`config.mk`:
```
export PLATFORM = sky130hd
export DESIGN_NAME = status_flag_ctrl
export DESIGN_NICKNAME = d
export VERILOG_FILES = /design/src/rtl/status_flag_ctrl_pkg.sv /design/src/rtl/status_flag_ctrl_cond_eval.sv /design/src/rtl/status_flag_ctrl.sv
export SDC_FILE = /design/constraint.sdc
export NUM_CORES = 1
export LEC_CHECK = 0
export BUFFER_PORTS_ARGS = -buffer_cell sky130_fd_sc_hd__buf_2
export CAP_MARGIN = 10
export CORE_AREA = 2 2 62 64
export CTS_CLUSTER_DIAMETER = 30
export DETAILED_ROUTE_END_ITERATION = 12
export DIE_AREA = 0 0 64 66
export SLEW_MARGIN = 20
export SYNTH_ARGS = -nofsm -noshare
export SYNTH_HDL_FRONTEND = slang
export SYNTH_SLANG_ARGS = --single-unit
```
`constraint.sdc`:
```
create_clock -name clk -period 3.25 [get_ports clk]
set_clock_uncertainty 0.1 [all_clocks]
set_input_delay 0.325 -clock clk [delete_from_list [all_inputs] [get_ports clk]]
set_output_delay 0.325 -clock clk [all_outputs]
set_load 0.005 [all_outputs]
```
`src/rtl/status_flag_ctrl_pkg.sv`:
```
// Shared definitions for the NZCV status-flag controller: condition-code
// encodings and the bit positions of each flag in the packed {Z,C,N,V} word.
package status_flag_ctrl_pkg;

    // Condition field encodings seen in ID.
    localparam logic [3:0] COND_EQ = 4'b0000;
    localparam logic [3:0] COND_NE = 4'b0001;
    localparam logic [3:0] COND_CS = 4'b0010;
    localparam logic [3:0] COND_CC = 4'b0011;
    localparam logic [3:0] COND_MI = 4'b0100;
    localparam logic [3:0] COND_PL = 4'b0101;
    localparam logic [3:0] COND_VS = 4'b0110;
    localparam logic [3:0] COND_VC = 4'b0111;
    localparam logic [3:0] COND_HI = 4'b1000;
    localparam logic [3:0] COND_LS = 4'b1001;
    localparam logic [3:0] COND_GE = 4'b1010;
    localparam logic [3:0] COND_LT = 4'b1011;
    localparam logic [3:0] COND_GT = 4'b1100;
    localparam logic [3:0] COND_LE = 4'b1101;
    localparam logic [3:0] COND_AL = 4'b1110;
    localparam logic [3:0] COND_NV = 4'b1111;

    // Flag bit indices within the packed status word {Z,C,N,V}.
    localparam int FLAG_Z = 3;
    localparam int FLAG_C = 2;
    localparam int FLAG_N = 1;
    localparam int FLAG_V = 0;

endpackage

```
`src/rtl/status_flag_ctrl_cond_eval.sv`:
```
// Pure combinational condition evaluator: does condition i_cond hold for the
// packed flags i_flags? NV (1111) never holds.
module status_flag_ctrl_cond_eval
    import status_flag_ctrl_pkg::*;
(
    input  logic [3:0] i_cond,
    input  logic [3:0] i_flags,
    output logic       o_pass
);

    logic w_z;
    logic w_c;
    logic w_n;
    logic w_v;

    assign w_z = i_flags[FLAG_Z];
    assign w_c = i_flags[FLAG_C];
    assign w_n = i_flags[FLAG_N];
    assign w_v = i_flags[FLAG_V];

    // Decode the condition against the current flags.
    always_comb begin
        // NOTE: a default before the case keeps every path assigned, so no latch is inferred.
        o_pass = 1'b0;
        case (i_cond)
            COND_EQ: o_pass = w_z;
            COND_NE: o_pass = ~w_z;
            COND_CS: o_pass = w_c;
            COND_CC: o_pass = ~w_c;
            COND_MI: o_pass = w_n;
            COND_PL: o_pass = ~w_n;
            COND_VS: o_pass = w_v;
            COND_VC: o_pass = ~w_v;
            COND_HI: o_pass = w_c & ~w_z;
            COND_LS: o_pass = ~w_c | w_z;
            COND_GE: o_pass = (w_n == w_v);
            COND_LT: o_pass = (w_n != w_v);
            COND_GT: o_pass = ~w_z & (w_n == w_v);
            COND_LE: o_pass = w_z | (w_n != w_v);
            COND_AL: o_pass = 1'b1;
            COND_NV: o_pass = 1'b0;
        endcase
    end

endmodule

```
`src/rtl/status_flag_ctrl.sv`:
```
// NZCV status register owner. Tracks in-flight flag writers in a shift
// register, stalls conditional instructions in ID until their flags have
// committed, and reports cond_pass for the ID instruction.
// FLAG_LAT is the ID-issue to EXE-commit distance, legal range 1..4.
module status_flag_ctrl
    import status_flag_ctrl_pkg::*;
#(
    parameter int FLAG_LAT = 2,
    parameter int CNT_W    = 16
) (
    input  logic             clk,
    input  logic             rst,
    input  logic             id_valid,
    input  logic [3:0]       id_cond,
    input  logic             id_s,
    input  logic             flush,
    input  logic             exe_we,
    input  logic [3:0]       exe_flags,
    output logic             stall,
    output logic             cond_pass,
    output logic [3:0]       status,
    output logic [2:0]       pending_cnt,
    output logic [CNT_W-1:0] stall_cycles,
    output logic             flag_err
);

    logic [FLAG_LAT-1:0] r_pending;
    logic [3:0]          r_status;
    logic [CNT_W-1:0]    r_stall_cycles;
    logic                r_flag_err;

    logic [FLAG_LAT-1:0] w_pending_nxt;
    logic                w_stall;
    logic                w_issue;
    logic                w_set_issue;
    logic                w_retire;
    logic                w_err_evt;
    logic                w_eval_pass;
    logic [2:0]          w_pop;

    // Any older flag writer still in flight makes the flags stale for a
    // conditional; AL does not read flags. Reset forces stall low.
    assign w_stall = ~rst & id_valid & ~flush & (id_cond != COND_AL) & (|r_pending);

    // Reset also gates issue so cond_pass reads 0 while rst is held.
    assign w_issue     = ~rst & id_valid & ~w_stall & ~flush;
    assign w_set_issue = w_issue & id_s;

    // The top pending bit is the writer whose flags must arrive this cycle.
    assign w_retire = r_pending[FLAG_LAT-1];

    // Commit must line up with the retiring writer; inserting into a full
    // tracker would lose a writer.
    assign w_err_evt = (exe_we != w_retire) | (w_set_issue & (&r_pending));

    generate
        if (FLAG_LAT == 1) begin : g_lat1
            assign w_pending_nxt = w_set_issue;
        end else begin : g_latn
            assign w_pending_nxt = {r_pending[FLAG_LAT-2:0], w_set_issue};
        end
    endgenerate

    status_flag_ctrl_cond_eval u_cond_eval (
        .i_cond  (id_cond),
        .i_flags (r_status),
        .o_pass  (w_eval_pass)
    );

    // Population count of the pending tracker.
    always_comb begin
        w_pop = 3'd0;
        for (int i = 0; i < FLAG_LAT; i++) begin
            w_pop = w_pop + {2'b00, r_pending[i]};
        end
    end

    // Pending tracker shifts every cycle; stall does not freeze it because
    // writers already past ID keep moving down the pipe.
    always_ff @(posedge clk or posedge rst) begin
        if (rst) begin
            r_pending <= '0;
        end else begin
            // NOTE: non-blocking assignment so every register samples pre-edge values.
            r_pending <= w_pending_nxt;
        end
    end

    // Architectural flags update only on an EXE commit; no bypass to ID.
    always_ff @(posedge clk or posedge rst) begin
        if (rst) begin
            r_status <= 4'b0000;
        end else if (exe_we) begin
            r_status <= exe_flags;
        end
    end

    // Saturating stall-cycle performance counter.
    always_ff @(posedge clk or posedge rst) begin
        if (rst) begin
            r_stall_cycles <= '0;
        end else if (w_stall && (r_stall_cycles != {CNT_W{1'b1}})) begin
            r_stall_cycles <= r_stall_cycles + CNT_W'(1);
        end
    end

    // Sticky protocol error, cleared only by reset.
    always_ff @(posedge clk or posedge rst) begin
        if (rst) begin
            r_flag_err <= 1'b0;
        end else if (w_err_evt) begin
            r_flag_err <= 1'b1;
        end
    end

    assign stall        = w_stall;
    assign cond_pass    = w_issue & w_eval_pass;
    assign status       = r_status;
    assign pending_cnt  = w_pop;
    assign stall_cycles = r_stall_cycles;
    assign flag_err     = r_flag_err;

endmodule

```
### After elaboration in Yosys (flattened, before gate mapping)

Cells that the tools add are included.

| storage, ports and cells | value |
|---|---|
| register bits | 23 |
| bits of input ports | 14 |
| logic and storage cells | 52 |

| operators by class | value |
|---|---|
| $add $sub $neg | 2 |
| eq/ne operators | 20 |
| muxes and demuxes | 1 |
| bitwise operators | 21 |
| reductions and logical operators | 4 |

Operators by type and width:

| kind | count |
|---|---|
| == test 4 bit (second input constant) | 8 |
| adder 16 x 1 -> 16 bit (second input constant) | 1 |
| == test 4 x 3 -> 1 bit (second input constant) | 4 |
| inequality test 16 bit (second input constant) | 1 |
| case mux 1 bit (16 select lines) | 1 |
| bitwise AND 1 bit | 11 |
| == test 4 x 2 -> 1 bit (second input constant) | 2 |
| inverter 1 bit | 7 |
| == test 4 x 1 -> 1 bit (second input constant) | 1 |
| zero test 4 bit | 1 |
| inequality test 4 bit (second input constant) | 1 |
| bitwise OR 1 bit | 3 |
| adder 1 x 1 -> 2 bit | 1 |
| inequality test 1 bit | 2 |
| AND reduction 2 bit | 1 |
| OR reduction 2 bit | 1 |
| == test 1 bit | 1 |
| logical AND 1 bit | 1 |

### Logic depth before layout (Yosys ltp)

| depth | value |
|---|---|
| depth after elaboration | 11 |
| depth in mapped cells | 6 |
| depth with buffers taken out | 6 |

### By module

A second synthesis with hierarchy kept.

| unflattened totals | value |
|---|---|
| cells, all modules | 125 |
| area total of the unflattened synthesis | 1,303.8 um^2 |

By module, submodules not included:

| module | instances | cells each | area an instance (um^2) | sequential area each (um^2) |
|---|---|---|---|---|
| status_flag_ctrl | 1 | 102 | 1,148.6 | 575.6 |
| status_flag_ctrl_cond_eval | 1 | 23 | 155.1 | 0.0 |

### Least setup slack after synthesis

No wires, ideal clock.

| path | value |
|---|---|
| kind | register to register |
| start point | register r_stall_cycles[11] (netlist: stall_cycles[11]) |
| end point | register r_stall_cycles[1] (netlist: stall_cycles[1]) |
| library setup time | 0.125 ns |
| data arrival time | 1.739 ns |
| slack | 1.286 ns |
| stages on the path, launching flop included | 5 |
| path buffers | 0 |
| cell sequence | dfrtp_1 > and4_1 > or4b_4 > o31ai_4 > mux2_4 |

| on the way | value |
|---|---|
| cells in the longest elaborated chain, start to end | 2 |

RTL lines:

| item | line | source |
|---|---|---|
| start, declared | status_flag_ctrl.sv:29 | `logic [CNT_W-1:0] r_stall_cycles;` |
| start signal, assigned | status_flag_ctrl.sv:103 | `r_stall_cycles <= r_stall_cycles + CNT_W'(1);` |
| inequality test 16 bit | status_flag_ctrl.sv:102 | `end else if (w_stall && (r_stall_cycles != {CNT_W{1'b1}})) begin` |
| logical AND 1 bit | status_flag_ctrl.sv:102 |  |

Every way passes these cells.
A chain may end at the register's enable or synchronous reset.

### Final worst setup path

| path | value |
|---|---|
| start point | register r_status[1] (netlist: status[1]) |
| end point | output port cond_pass |

| on the way | value |
|---|---|
| cells in the longest elaborated chain, start to end | 4 |
| elaborated cells on any way between the ends | 7 |

RTL lines:

| item | line | source |
|---|---|---|
| start, declared | status_flag_ctrl.sv:28 | `logic [3:0] r_status;` |
| start signal, assigned | status_flag_ctrl.sv:94 | `r_status <= exe_flags;` |
| inequality test 1 bit / == test 1 bit (equally long branches) | - |  |
| bitwise OR 1 bit / bitwise AND 1 bit (equally long branches) | status_flag_ctrl_cond_eval.sv:39, status_flag_ctrl_cond_eval.sv:38 |  |
| case mux 1 bit (16 select lines) (*) | status_flag_ctrl_cond_eval.sv:25 | `case (i_cond)` |
| bitwise AND 1 bit (*) | status_flag_ctrl.sv:117 | `assign cond_pass = w_issue & w_eval_pass;` |
| end, declared | status_flag_ctrl.sv:20 | `output logic cond_pass,` |

Mark *: on every way between the ends. The rest lies on a longest branch, timed or not.

==> metrics.txt <==
status finished, final reports clean; worst-path cell chain xor2_1 > a2bb2oi_1 > xnor2_1 > o2111ai_1 > o21ai_0 > buf_2; headroom to the max-slew limit 0.412; kind of start point of the critical path flip-flop; CTS H-tree lvls 1; FP Rows 22; Final ANT Viol Nets 0; Slew @ Worst Pin ~900 ps; Pwr Density ~360 mW/mm^2; worst skew pair latency between 300 and 400 ps; CP endpoint kind primary output; worst-path maximum fanout 5; Gate Count Post-Synth 122; fraction of the yosys area taken by sequential cells 0.451; Avg Cell Area, Syn roughly 10 um^2; initial antenna violation count 0; total core area 0.00355 mm^2; number of diodes 0; Switching Share 0.273; initial DRC count 18; first-pass GRT wire length 4500 um; setup violators final 0; io pins 40; Final Critical Period approximately 2100 ps; Yosys top cell by area dfrtp_1; reported net switching power roughly 150 uW; Comb power frac 0.178; routability-driven placement congestion ratio ~0.78; largest net degree at the start of global routing 24; final net count roughly 180; die height 66 um; share of the core filled with cells 0.431; RR Startpoint stall_cycles[11]$_DFFE_PP0P_; CTS tree done; synth unique cells 40; number of synthesis warnings 0; First-pass DRT Iterations 3; Max Cap Viol 0; CTS root buf clkbuf_4; CTS Buf Count 3; Worst R2R End stall_cycles[1]$_DFFE_PP0P_; total wire length ~2600 um; final worst path period share 0.657; Hold Buf Count CTS 0; maximum root-to-sink buffer count 2; Synth Register Bits 23; Internal Power roughly 400 uW; Worst path slowest cell dfrtp_1; HP Class input port to asynchronous set/reset pin; most common library cell in the layout ignoring fill and taps buf_2; All-Layer GR Usage 0.135; setup_tns 0 ps; flop2flop setup slack approximately 1200 ps; top-area cell type share of the netlist area 0.451; commonest non-fill, non-tap cells in the layout buf_2, dfrtp_1, nor2_1; die width about 64 um; Layout area overhead 19.8%; HPWL after detailed placement around 2100 um; Reg power frac 0.587; CP Data Arrival Time 1710 ps; endpoints failing hold 0; Worst VDD drop about 0.19 mV; Fill cells ~350; Leak ~0.00077 uW; vias in the first global route 1026; RSZ-0062 raised after global routing no; Worst EP required 2820 ps; Remaining Overflow, GRT 0; Worst Setup Path Type flip-flop to primary output; Critical Path Max Stage Delay about 440 ps; DR vias ~1000; port bufs 38; share of cells above drive strength 1 0.327; Synth Cell Area roughly 0.0013 mm^2; Max Clock Freq 0.468 GHz; DR vias/cell around 4.9; Syn Nets 139; clock power share 0.235; clock-pin slew on the worst setup and hold paths approximately 120 ps; post-CTS sizing 0; wire per inst roughly 13 um; clock sink count 23; die area between 0.004 and 0.005 mm^2; reg2reg path depth 4; ranking of synthesized cells by area dfrtp_1, xor2_1, xnor2_1, nor2_1, ha_1; Max Slew Vio Count 0; setup repair bufs after CTS 0; Initial Utilization 0.359; Residual DRC 0
## critical path, delay by kind of cell, from the launching register on
family                 cells  cell delay (ps)
AO/OA/AOI/OAI              3              510
XOR/XNOR                   2              330
buffers and inverters      1              130
flip-flops                 1              440
## worst max path at each step
stage                                       from  slack, ps                            to  cells after the start
CTS                        status[1]$_DFFE_PP0P_       1090                     cond_pass                      6
global placement                             rst       1190  stall_cycles[10]$_DFFE_PP0P_                      6
global route               status[1]$_DFFE_PP0P_        950                     cond_pass                      6
finish                     status[1]$_DFFE_PP0P_       1110                     cond_pass                      6
floorplan           stall_cycles[11]$_DFFE_PP0P_       1290   stall_cycles[1]$_DFFE_PP0P_                      4
detailed placement                           rst       1150  stall_cycles[10]$_DFFE_PP0P_                      6
## per-layer routing
| metal | GRT usage | wire length, um | vias up |
|---|---|---|---|
| met3 | 0.0239 | 137 | 7 |
| met5 | 0 | 0 | - |
| li1 | - | - | 500 |
| met4 | 0.0598 | 50 | 0 |
| met2 | 0.225 | 1230 | 32 |
| met1 | 0.171 | 1230 | 484 |
## cell families (layout without fill, tap and decap cells)
kind of cell	count (synthesis)	after routing	synth area share
and+or+nand+nor	44	44	0.201
xor gates and xnor gates	18	18	0.124
adders and majority gates	3	3	0.0294
other	1	1	0.00294
AOI/OAI and AO/OA	17	17	0.105
muxes	6	6	0.0539
buffers and inverters	10	47	0.0333
DFF	23	23	0.451
## stage by stage
stage               hold slack [ps]  std cells  setup slack (ps)  total power (uW)  cell area, um^2
floorplan                       227        122              1290               387             1280
global placement                293        203              1190               421             1500
detailed placement              309        203              1150               425             1500
CTS                             107        207              1090               558             1530
global route                    134        207               951               582             1530
finish                         94.0        207              1110               551             1530
## synthesized netlist by cell type
library cell / number
o31ai_4: 1
o2111a_1: 1
nand3b_1: 1
or4b_4: 1
nor3_1: 2
and3_1: 1
a41oi_1: 1
xnor2_1: 8
a32o_1: 1
a2bb2oi_1: 1
ha_1: 3
conb_1: 1
buf_2: 1
a211o_1: 1
and4b_2: 1
o22ai_1: 1
a21oi_1: 1
o21ai_0: 6
xor2_1: 10
nor3_4: 1
buf_4: 1
mux2_4: 1
mux2_2: 3
and4_2: 1
dfrtp_1: 23
clkbuf_1: 3
a31oi_1: 1
and2_1: 1
nand3_1: 4
nand4_1: 2
nand4_2: 1
inv_1: 5
or3b_4: 1
nor2b_1: 3
mux2i_1: 2
a221oi_1: 1
o2111ai_1: 1
nor2_1: 12
and4_1: 2
nand2_1: 10
## state kept, by name (all words and copies together), names as in the netlist
signal        cells
r_pending         2
stall_cycles     16
flag_err          1
status            4
## power by group through the flow
stage / sequential, uW / clock, uW / combinational [uW]
floorplan: 327 / 0 / 60.1
global placement: 328 / 0 / 92.5
detailed placement: 329 / 0 / 95.4
CTS: 324 / 134 / 99.6
global route: 328 / 146 / 109
finish: 324 / 130 / 97.9
## area by class of cell
type / count / area [um^2] / share of cell area
Multi-Input combinational cell: 89 / 658 / 0.430
Timing Repair Buffer: 38 / 190 / 0.124
Tap cell: 48 / 60.1 / 0.0393
Sequential cell: 23 / 576 / 0.376
Clock buffer: 4 / 26.3 / 0.0172
Inverter: 5 / 18.8 / 0.0123
Power figures use the tool's default switching activity.
